### config.mk
export PLATFORM = sky130hd
export DESIGN_NAME = dmem_arbiter
export DESIGN_NICKNAME = d
export VERILOG_FILES = /design/src/rtl/dmem_arbiter.sv
export SDC_FILE = /design/constraint.sdc
export NUM_CORES = 1
export LEC_CHECK = 0
export BUFFER_PORTS_ARGS = -buffer_cell sky130_fd_sc_hd__buf_2
export CORE_MARGIN = 4
export CORE_UTILIZATION = 29
export CTS_BUF_LIST = sky130_fd_sc_hd__clkbuf_4 sky130_fd_sc_hd__clkbuf_8
export DETAILED_ROUTE_END_ITERATION = 8
export PLACE_DENSITY = 0.93
export REMOVE_ABC_BUFFERS = 1
export SYNTH_ARGS = -nofsm -noshare
export SYNTH_HDL_FRONTEND = slang
export SYNTH_SLANG_ARGS = --single-unit
### constraint.sdc
create_clock -name clk_i -period 1.65 [get_ports clk_i]
set_clock_uncertainty 0.05 [all_clocks]
set_input_delay 0.2475 -clock clk_i [delete_from_list [all_inputs] [get_ports clk_i]]
set_output_delay 0.2475 -clock clk_i [all_outputs]
set_load 0.005 [all_outputs]
### src/rtl/dmem_arbiter.sv
// Two-master arbiter for a single-ported synchronous data memory.
// Port A has fixed priority; port B is forced through after STARVE_LIMIT denied cycles.
module dmem_arbiter #(
  parameter int unsigned STARVE_LIMIT = 4
) (
  input  logic        clk_i,
  input  logic        rst_i,
  input  logic        a_req_i,
  input  logic        a_we_i,
  input  logic [15:0] a_addr_i,
  input  logic [15:0] a_wdata_i,
  output logic        a_gnt_o,
  output logic        a_stall_o,
  output logic        a_rvalid_o,
  output logic [15:0] a_rdata_o,
  input  logic        b_req_i,
  input  logic        b_we_i,
  input  logic [15:0] b_addr_i,
  input  logic [15:0] b_wdata_i,
  output logic        b_gnt_o,
  output logic        b_rvalid_o,
  output logic [15:0] b_rdata_o,
  output logic        mem_en_o,
  output logic        mem_we_o,
  output logic [15:0] mem_addr_o,
  output logic [15:0] mem_wdata_o,
  input  logic [15:0] mem_rdata_i
);
  typedef enum logic {PRI_A = 1'b0, FORCE_B = 1'b1} state_e;

  localparam logic [3:0] LIMIT_M1 = 4'(STARVE_LIMIT - 1);

  state_e     state_q, state_d;
  logic [3:0] wait_cnt_q, wait_cnt_d;
  logic       rd_valid_q, rd_valid_d;
  logic       owner_q, owner_d;  // 0 = read issued by A, 1 = by B
  logic       b_denied;

  always_ff @(posedge clk_i or posedge rst_i) begin
    if (rst_i) begin
      state_q <= PRI_A;
    end else begin
      state_q <= state_d;
    end
  end

  // A B grant is impossible to deny in FORCE_B, so only PRI_A can advance the counter.
  always_comb begin
    b_denied   = b_req_i & ~b_gnt_o;
    state_d    = PRI_A;
    wait_cnt_d = 4'd0;
    if (b_denied) begin
      if (wait_cnt_q == LIMIT_M1) begin
        state_d = FORCE_B;
      end else begin
        wait_cnt_d = wait_cnt_q + 4'd1;
      end
    end
  end

  always_comb begin
    a_gnt_o = 1'b0;
    b_gnt_o = 1'b0;
    case (state_q)
      FORCE_B: begin
        b_gnt_o = b_req_i;
        a_gnt_o = a_req_i & ~b_req_i;
      end
      default: begin
        a_gnt_o = a_req_i;
        b_gnt_o = b_req_i & ~a_req_i;
      end
    endcase
  end

  assign a_stall_o   = a_req_i & ~a_gnt_o;
  assign mem_en_o    = a_gnt_o | b_gnt_o;
  assign mem_we_o    = a_gnt_o ? a_we_i    : (b_gnt_o ? b_we_i    : 1'b0);
  assign mem_addr_o  = a_gnt_o ? a_addr_i  : (b_gnt_o ? b_addr_i  : 16'h0000);
  assign mem_wdata_o = a_gnt_o ? a_wdata_i : (b_gnt_o ? b_wdata_i : 16'h0000);

  assign rd_valid_d = (a_gnt_o & ~a_we_i) | (b_gnt_o & ~b_we_i);
  assign owner_d    = b_gnt_o;

  always_ff @(posedge clk_i or posedge rst_i) begin
    if (rst_i) begin
      wait_cnt_q <= 4'd0;
      rd_valid_q <= 1'b0;
      owner_q    <= 1'b0;
    end else begin
      wait_cnt_q <= wait_cnt_d;
      rd_valid_q <= rd_valid_d;
      owner_q    <= owner_d;
    end
  end

  assign a_rvalid_o = rd_valid_q & ~owner_q;
  assign b_rvalid_o = rd_valid_q & owner_q;
  assign a_rdata_o  = a_rvalid_o ? mem_rdata_i : 16'h0000;
  assign b_rdata_o  = b_rvalid_o ? mem_rdata_i : 16'h0000;
endmodule

==> impl_metrics.env, run 1 <==
export IMPL_timing_critical_path_arrival_ns=1.42
export IMPL_crit_required_ns=1.35
export IMPL_tightest_slew_ns=0.2835
export IMPL_cellPowerDensity_nw_per_um2=402.5
export IMPL_ff2ff_path_depth=3
export IMPL_final_non_filler_cell_total=308
export IMPL_routed_top_layer="met4"
export IMPL_worst_hold_path_endpoint="rd_valid_q"
export IMPL_final_hold_worst_slack_ns=0.2400
export IMPL_detail_route_wirelength_um=4388
export IMPL_drc=0
export IMPL_cts_root_buffer_cell="clkbuf_4"
export IMPL_detail_route_vias_per_cell=5.143
export IMPL_area_share_of_xor_xnor_cells_in_the_synthesized_design=0
export IMPL_fillers=304
export IMPL_die_height_um=66.09
export IMPL_worst_path_largest_cell_delay_ns=0.44
export IMPL_finalCoreUtilization=0.5884
export IMPL_synth_yosys_seq_area_share=0.1790
export IMPL_cts_max_level=1
export IMPL_timing_hold_violations_final=0
export IMPL_area_used_by_multi_input_combinational_logic_sq_um=711.9
export IMPL_p_leak_nw=1.128
export IMPL_pin_count=157
export IMPL_detailed_place_hpwl_um=3706
export IMPL_gp_routability_congestion=0.7355
export IMPL_slew_headroom=0.8110
export IMPL_antenna_found_initial=0
export IMPL_critPathKind="reg2out"
export IMPL_finalMaxSlewViolations=0
export IMPL_pin_count_of_the_biggest_net_entering_global_routing=36
export IMPL_fmax_mhz=583.2
export IMPL_synth_cell_types=23
export IMPL_max_clock_path_buffers=2
export IMPL_r2r_start="state_q"
export IMPL_floorplan_initialDensity=0.3128
export IMPL_antenna_left=0
export IMPL_final_design_area_no_fill_sq_um=1841
export IMPL_path_cells="nand2b_4, buf_12, a32o_1, buf_2"
export IMPL_grt_overflow=0
export IMPL_floorplan_rows=20
export IMPL_seq_area_sq_um=176.4
export IMPL_critical_path_peak_fanout=35
export IMPL_setup_viol=33
export IMPL_yosysWarnings=0
export IMPL_antenna_diode_count=0
export IMPL_grt_first_pass_wirelength_um=6699
export IMPL_final_layout_size_suffix_gt1_frac=0.6477
export IMPL_synth_compound_area_share=0.3798
export IMPL_worst_setup_hold_path_clk_slew_ns=0.06
export IMPL_placed_area_sq_um=1785
export IMPL_design_die_area_sq_um=4367
export IMPL_avg_cell_area_syn_sq_um=8.815
export IMPL_final_net_count=352
export IMPL_worstSetupStartpointType="flop"
export IMPL_totalPowerFinal_mw=0.7407
export IMPL_status="complete, but fails checks"
export IMPL_first_global_vias=1520
export IMPL_port_buffers=156
export IMPL_detail_route_first_pass_iterations=4
export IMPL_worst_ir_drop_vdd_v=0.0002052
export IMPL_detailedRoute_firstIterationViolations=48
export IMPL_synth_cell_area_sq_um=978.4
export IMPL_tritoncts_num_buffers=3
export IMPL_insertion_delay_of_the_later_clocked_pin_in_the_worst_skew_pair_ns=0.26
export IMPL_critical_path_reg2reg_endpoint="rd_valid_q"
export IMPL_coreArea_sq_um=3128
export IMPL_routedWlPerCell_um=14.25
export IMPL_fin_crit_sh=1.039
export IMPL_cap_viol_max_count=0
export IMPL_hold_path_startpoint="a_we_i"
export IMPL_synth_simple_gate_area_share=0.3146
export IMPL_via_count=1584
export IMPL_fin_ws_ns=-0.06480
export IMPL_gr_usage_all_layers=0.1944
export IMPL_critPathSlowestCell="dfrtp_2"
export IMPL_timing_hold_worst_class="in2reg"
export IMPL_synth_top_family_by_area="compound AO/OA/AOI/OAI gates"
export IMPL_share_of_cell_area_taken_by_muxes_after_synthesis=0.01023
export IMPL_violations_in_the_final_reports="negative setup slack"
export IMPL_reg2reg_slack_ns=0.47
export IMPL_min_delay_path_depth=3
export IMPL_dr_wl_met2_um=2243
export IMPL_end_kind="output pin"
export IMPL_die_width_um=66.09
export IMPL_yosys_register_bits=7
export IMPL_timing_final_crit_period_ns=1.715
export IMPL_cts_sinks=7
export IMPL_grt_setup_unrepaired="yes"
export IMPL_route_met3_wl_um=570
export IMPL_tritoncts="yes"
export IMPL_post_synth_fa_ha_maj_area_fraction=0.01279
export IMPL_flow_area_growth_from_synthesis_pct=88.11
export IMPL_synth_cells=111
export IMPL_detail_route_wirelength_met1_um=1499
export IMPL_placed_cells=303
-- Yosys cell counts --
master	number	share of area
a32o_1	34	0.35
and2_1	18	0.12
and3_1	17	0.11
dfrtp_1	7	0.18
buf_2	6	0.031
clkbuf_1	4	0.015
inv_1	4	0.015
buf_6	3	0.035
nand2b_1	2	0.013
nand3b_1	2	0.015
nor2_1	2	0.0077
a211oi_1	1	0.0077
a21boi_4	1	0.019
a21oi_1	1	0.0051
and2b_1	1	0.0077
buf_4	1	0.0077
ha_1	1	0.013
mux2i_1	1	0.010
nand3_1	1	0.0051
nand4b_1	1	0.0090
nand4bb_1	1	0.012
nor4b_2	1	0.015
or2_1	1	0.0064
-- logic make-up after synthesis --
group,count (synthesis)
muxes,1
buffers and inverters,18
adders and majority gates,1
DFF,7
AOI/OAI and AO/OA,37
and+or+nand+nor,47
-- metrics by stage --
step | setup TNS, ns | worst slack (ns)
floorplan | -1.527 | -0.04613
finish | -1.473 | -0.06480
detailed placement | 0 | 0.1284
global placement | 0 | 0.1803
CTS | -1.925 | -0.07628
global route | -3.991 | -0.1369
-- how the worst max path moves through the flow --
stage | startpoint | end | slack, ns | cells past startpoint
after floorplan | state_q | mem_addr_o[0] | -0.05 | 2
after detailed placement | state_q | mem_wdata_o[3] | 0.13 | 4
after global routing | state_q | mem_wdata_o[3] | -0.14 | 4
after CTS | state_q | mem_wdata_o[3] | -0.08 | 4
after global placement | state_q | mem_wdata_o[12] | 0.18 | 4
final | state_q | mem_wdata_o[3] | -0.06 | 4
-- metal layers --
layer / global-route usage / up-vias
met5: 0 / -
met4: 0.07360 / 0
met3: 0.04762 / 8
met2: 0.3656 / 109
li1: - / 759
met1: 0.2045 / 708
-- critical path, delay by kind of cell, from the launching register on --
kind                   cells  cell delay (ns)
buffers and inverters      2             0.29
and+or+nand+nor            1             0.16
AOI/OAI and AO/OA          1             0.27
DFF                        1             0.44
-- repair_timing --
| action | CTS | global route |
|---|---|---|
| buffers inserted | 0 | 0 |
| endpoints found under the hold margin | 7 | 0 |
| gates resized for setup | 3 | 2 |
| hold buffers | 1 | 0 |
| setup endpoints to repair | 35 | 35 |
| pin swaps | 0 | 1 |
-- area by class of cell --
cell class,instances,share of cell area
clock buffers,4,0.01632
inverters,4,0.008158
multi-input cells,86,0.3868
flip-flops and latches,7,0.09585
well taps,44,0.02991
repair buffers,163,0.4629
-- placed cells by master, fill, tap and decap left out --
master / n
buf_2: 156
a32o_1: 34
and2_1: 18
and3_1: 17
dfrtp_1: 6
inv_1: 4
clkbuf_4: 4
buf_4: 4
nand3b_1: 2
nor2_1: 2
and2b_4: 1
a21boi_4: 1
nand2b_4: 1
nand2b_1: 1
a21oi_1: 1
a211oi_1: 1
or2_1: 1
nand4bb_1: 1
nand4b_1: 1
nand3_1: 1
mux2i_1: 1
nor4b_2: 1
ha_1: 1
dlygate4sd3_1: 1
buf_12: 1
buf_6: 1
dfrtp_2: 1
-- sequential cells by signal (all words and copies together), names as in the netlist --
register    cells
owner_q         1
rd_valid_q      1
wait_cnt_q      4
state_q         1
-- report_power, final --
group	switching [mW]	internal, mW
Clock	0.0646	0.109
Combinational	0.167	0.219
Sequential	0.00318	0.177
Total	0.235	0.506
Note: power is estimated with default switching activity, not from simulation.
==> run 2, diff against run 1 <==
--- a/config.mk
+++ b/config.mk
@@ -10,6 +10,7 @@
 export CORE_UTILIZATION = 29
 export CTS_BUF_LIST = sky130_fd_sc_hd__clkbuf_4 sky130_fd_sc_hd__clkbuf_8
 export DETAILED_ROUTE_END_ITERATION = 8
+export GPL_TIMING_DRIVEN = 1
 export PLACE_DENSITY = 0.93
 export REMOVE_ABC_BUFFERS = 1
 export SYNTH_ARGS = -nofsm -noshare
==> constraint.sdc (replaced) <==
create_clock -name clk_i -period 1.9 [get_ports clk_i]
set_clock_uncertainty 0.05 [all_clocks]
set_input_delay 0.285 -clock clk_i [delete_from_list [all_inputs] [get_ports clk_i]]
set_output_delay 0.285 -clock clk_i [all_outputs]
set_load 0.005 [all_outputs]
==> impl_metrics.env, run 2 (synthesis results as in run 1) <==
export IMPL_die_height_um=66.09
export IMPL_grt_first_pass_wirelength_um=6672
export IMPL_fin_crit_sh=0.9457
export IMPL_top_register="wait_cnt_q"
export IMPL_detailedRoute_firstIterationViolations=49
export IMPL_max_clock_path_buffers=2
export IMPL_die_width_um=66.09
export IMPL_placed_area_sq_um=1773
export IMPL_finalCoreUtilization=0.5816
export IMPL_antenna_left=0
export IMPL_tritoncts="yes"
export IMPL_cts_sinks=7
export IMPL_final_design_area_no_fill_sq_um=1819
export IMPL_totalPowerFinal_mw=0.6390
export IMPL_pin_count_of_the_biggest_net_entering_global_routing=29
export IMPL_dr_wl_met2_um=2350
export IMPL_antenna_diode_count=0
export IMPL_clkPwrFrac=0.236
export IMPL_final_cell_mix="buf_2 (156), a32o_1 (34), and2_1 (18)"
export IMPL_detail_route_wirelength_um=4438
export IMPL_cts_max_level=1
export IMPL_cap_viol_max_count=0
export IMPL_power_frac_comb=0.512
export IMPL_p_leak_nw=1.123
export IMPL_slew_headroom=0.7659
export IMPL_finalSetupTns_ns=0
export IMPL_via_count=1587
export IMPL_detail_route_wirelength_met1_um=1506
export IMPL_switching_power_mw=0.2054
export IMPL_route_met3_wl_um=554
export IMPL_floorplan_initialDensity=0.3128
export IMPL_gp_routability_congestion=0.7292
export IMPL_layout_cells_most_common="buf_2"
export IMPL_tritoncts_num_buffers=3
export IMPL_cellPowerDensity_nw_per_um2=351.2
export IMPL_detailed_place_hpwl_um=3681
export IMPL_timing_hold_worst_class="in2reg"
export IMPL_end_kind="output pin"
export IMPL_detail_route_vias_per_cell=5.153
export IMPL_final_layout_size_suffix_gt1_frac=0.6439
export IMPL_coreArea_sq_um=3128
export IMPL_crit_required_ns=1.56
export IMPL_design_die_area_sq_um=4367
export IMPL_detail_route_first_pass_iterations=5
export IMPL_worstSetupStartpointType="flop"
export IMPL_largest_register_ff_count=4
export IMPL_pin_count=157
export IMPL_worst_setup_hold_path_clk_slew_ns=0.05
export IMPL_timing_final_crit_period_ns=1.797
export IMPL_pwr_share_seq=0.252
export IMPL_fmax_mhz=556.6
export IMPL_grt_overflow=0
export IMPL_fin_ws_ns=0.1033
export IMPL_tightest_slew_ns=0.3511
export IMPL_fillers=283
export IMPL_status="complete, no violations"
export IMPL_worst_ir_drop_vdd_v=0.0003009
export IMPL_critPathKind="reg2out"
export IMPL_first_global_vias=1543
export IMPL_floorplan_rows=20
export IMPL_grt_setup_unrepaired="no"
export IMPL_flow_area_growth_from_synthesis_pct=85.93
export IMPL_swShare=0.3215
export IMPL_detailedPlace_worstSlack_ns=0.3376
export IMPL_timing_critical_path_arrival_ns=1.46
export IMPL_routedWlPerCell_um=14.41
export IMPL_routed_top_layer="met4"
export IMPL_insertion_delay_of_the_later_clocked_pin_in_the_worst_skew_pair_ns=0.25
export IMPL_timing_hold_violations_final=0
export IMPL_final_net_count=352
export IMPL_drc=0
export IMPL_port_buffers=156
export IMPL_finalMaxSlewViolations=0
export IMPL_critical_path_peak_fanout=14
export IMPL_setup_viol=0
export IMPL_antenna_found_initial=0
export IMPL_post_cts_setup_buffers=0
export IMPL_p_int_mw=0.4335
export IMPL_gr_usage_all_layers=0.1904
export IMPL_cts_root_buffer_cell="clkbuf_4"
-- run 2: changes by cell type in the layout (fill, tap and decap cells not counted) --
| cell | change |
|---|---|
| and2b_2 | +1 |
| and2b_4 | -1 |
| buf_12 | -1 |
| buf_4 | +1 |
| nand2b_1 | +1 |
| nand2b_4 | -1 |
-- run 2: power by group through the flow --
stage / Clock, mW / Sequential [mW] / Combinational (mW)
final: 0.151 / 0.161 / 0.327
after global routing: 0.167 / 0.162 / 0.365
after CTS: 0.157 / 0.161 / 0.328
after detailed placement: 0 / 0.164 / 0.325
after global placement: 0 / 0.163 / 0.318
after floorplan: 0 / 0.164 / 0.118
-- run 2: area by class of cell --
| cell class | count | area [sq um] | area share |
|---|---|---|---|
| clock buffer | 4 | 30.03 | 0.01651 |
| inverter | 4 | 15.01 | 0.008253 |
| multi-input combinational | 86 | 703.2 | 0.3865 |
| sequential | 7 | 176.4 | 0.09697 |
| tap | 44 | 55.05 | 0.03026 |
| timing repair buffer | 163 | 839.6 | 0.4615 |
-- run 2: path summary, 6_finish.rpt --
kind | startpoint | to | slack, ns | cells after the start
max | state_q | mem_wdata_o[14] | 0.10 | 4
min | a_we_i | rd_valid_q | 0.28 | 3
max reg2reg | state_q | rd_valid_q | 0.68 | 3
min reg2reg | wait_cnt_q[0] | wait_cnt_q[0] | 0.44 | 1
max in group asynchronous | rst_i | state_q | 1.08 | 3
min in group asynchronous | rst_i | wait_cnt_q[1] | 0.48 | 3
-- run 2: routing by layer --
| metal | track usage | up-vias |
|---|---|---|
| li1 | - | 757 |
| met1 | 0.1969 | 723 |
| met2 | 0.3779 | 105 |
| met3 | 0.04422 | 2 |
| met4 | 0.04315 | 0 |
| met5 | 0 | - |
-- run 2: timing repair --
item | CTS | global route
hold buffers | 1 | 0
resized for setup | 0 | 3
endpoints found under the hold margin | 7 | 0
setup endpoints to repair | 0 | 36
-- run 2: critical path, stage by stage (launching register included) --
cell,delay (ns)
dfrtp_2,0.44
nand2b_1,0.18
buf_4,0.19
a32o_1,0.27
buf_2,0.13
-- run 2: per-stage QoR --
| step | hold slack (ns) | cells |
|---|---|---|
| CTS | 0.2726 | 308 |
| global placement | 0.1685 | 303 |
| floorplan | 0.03840 | 97 |
| global route | 0.2765 | 308 |
| detailed placement | 0.1788 | 303 |
| finish | 0.2772 | 308 |
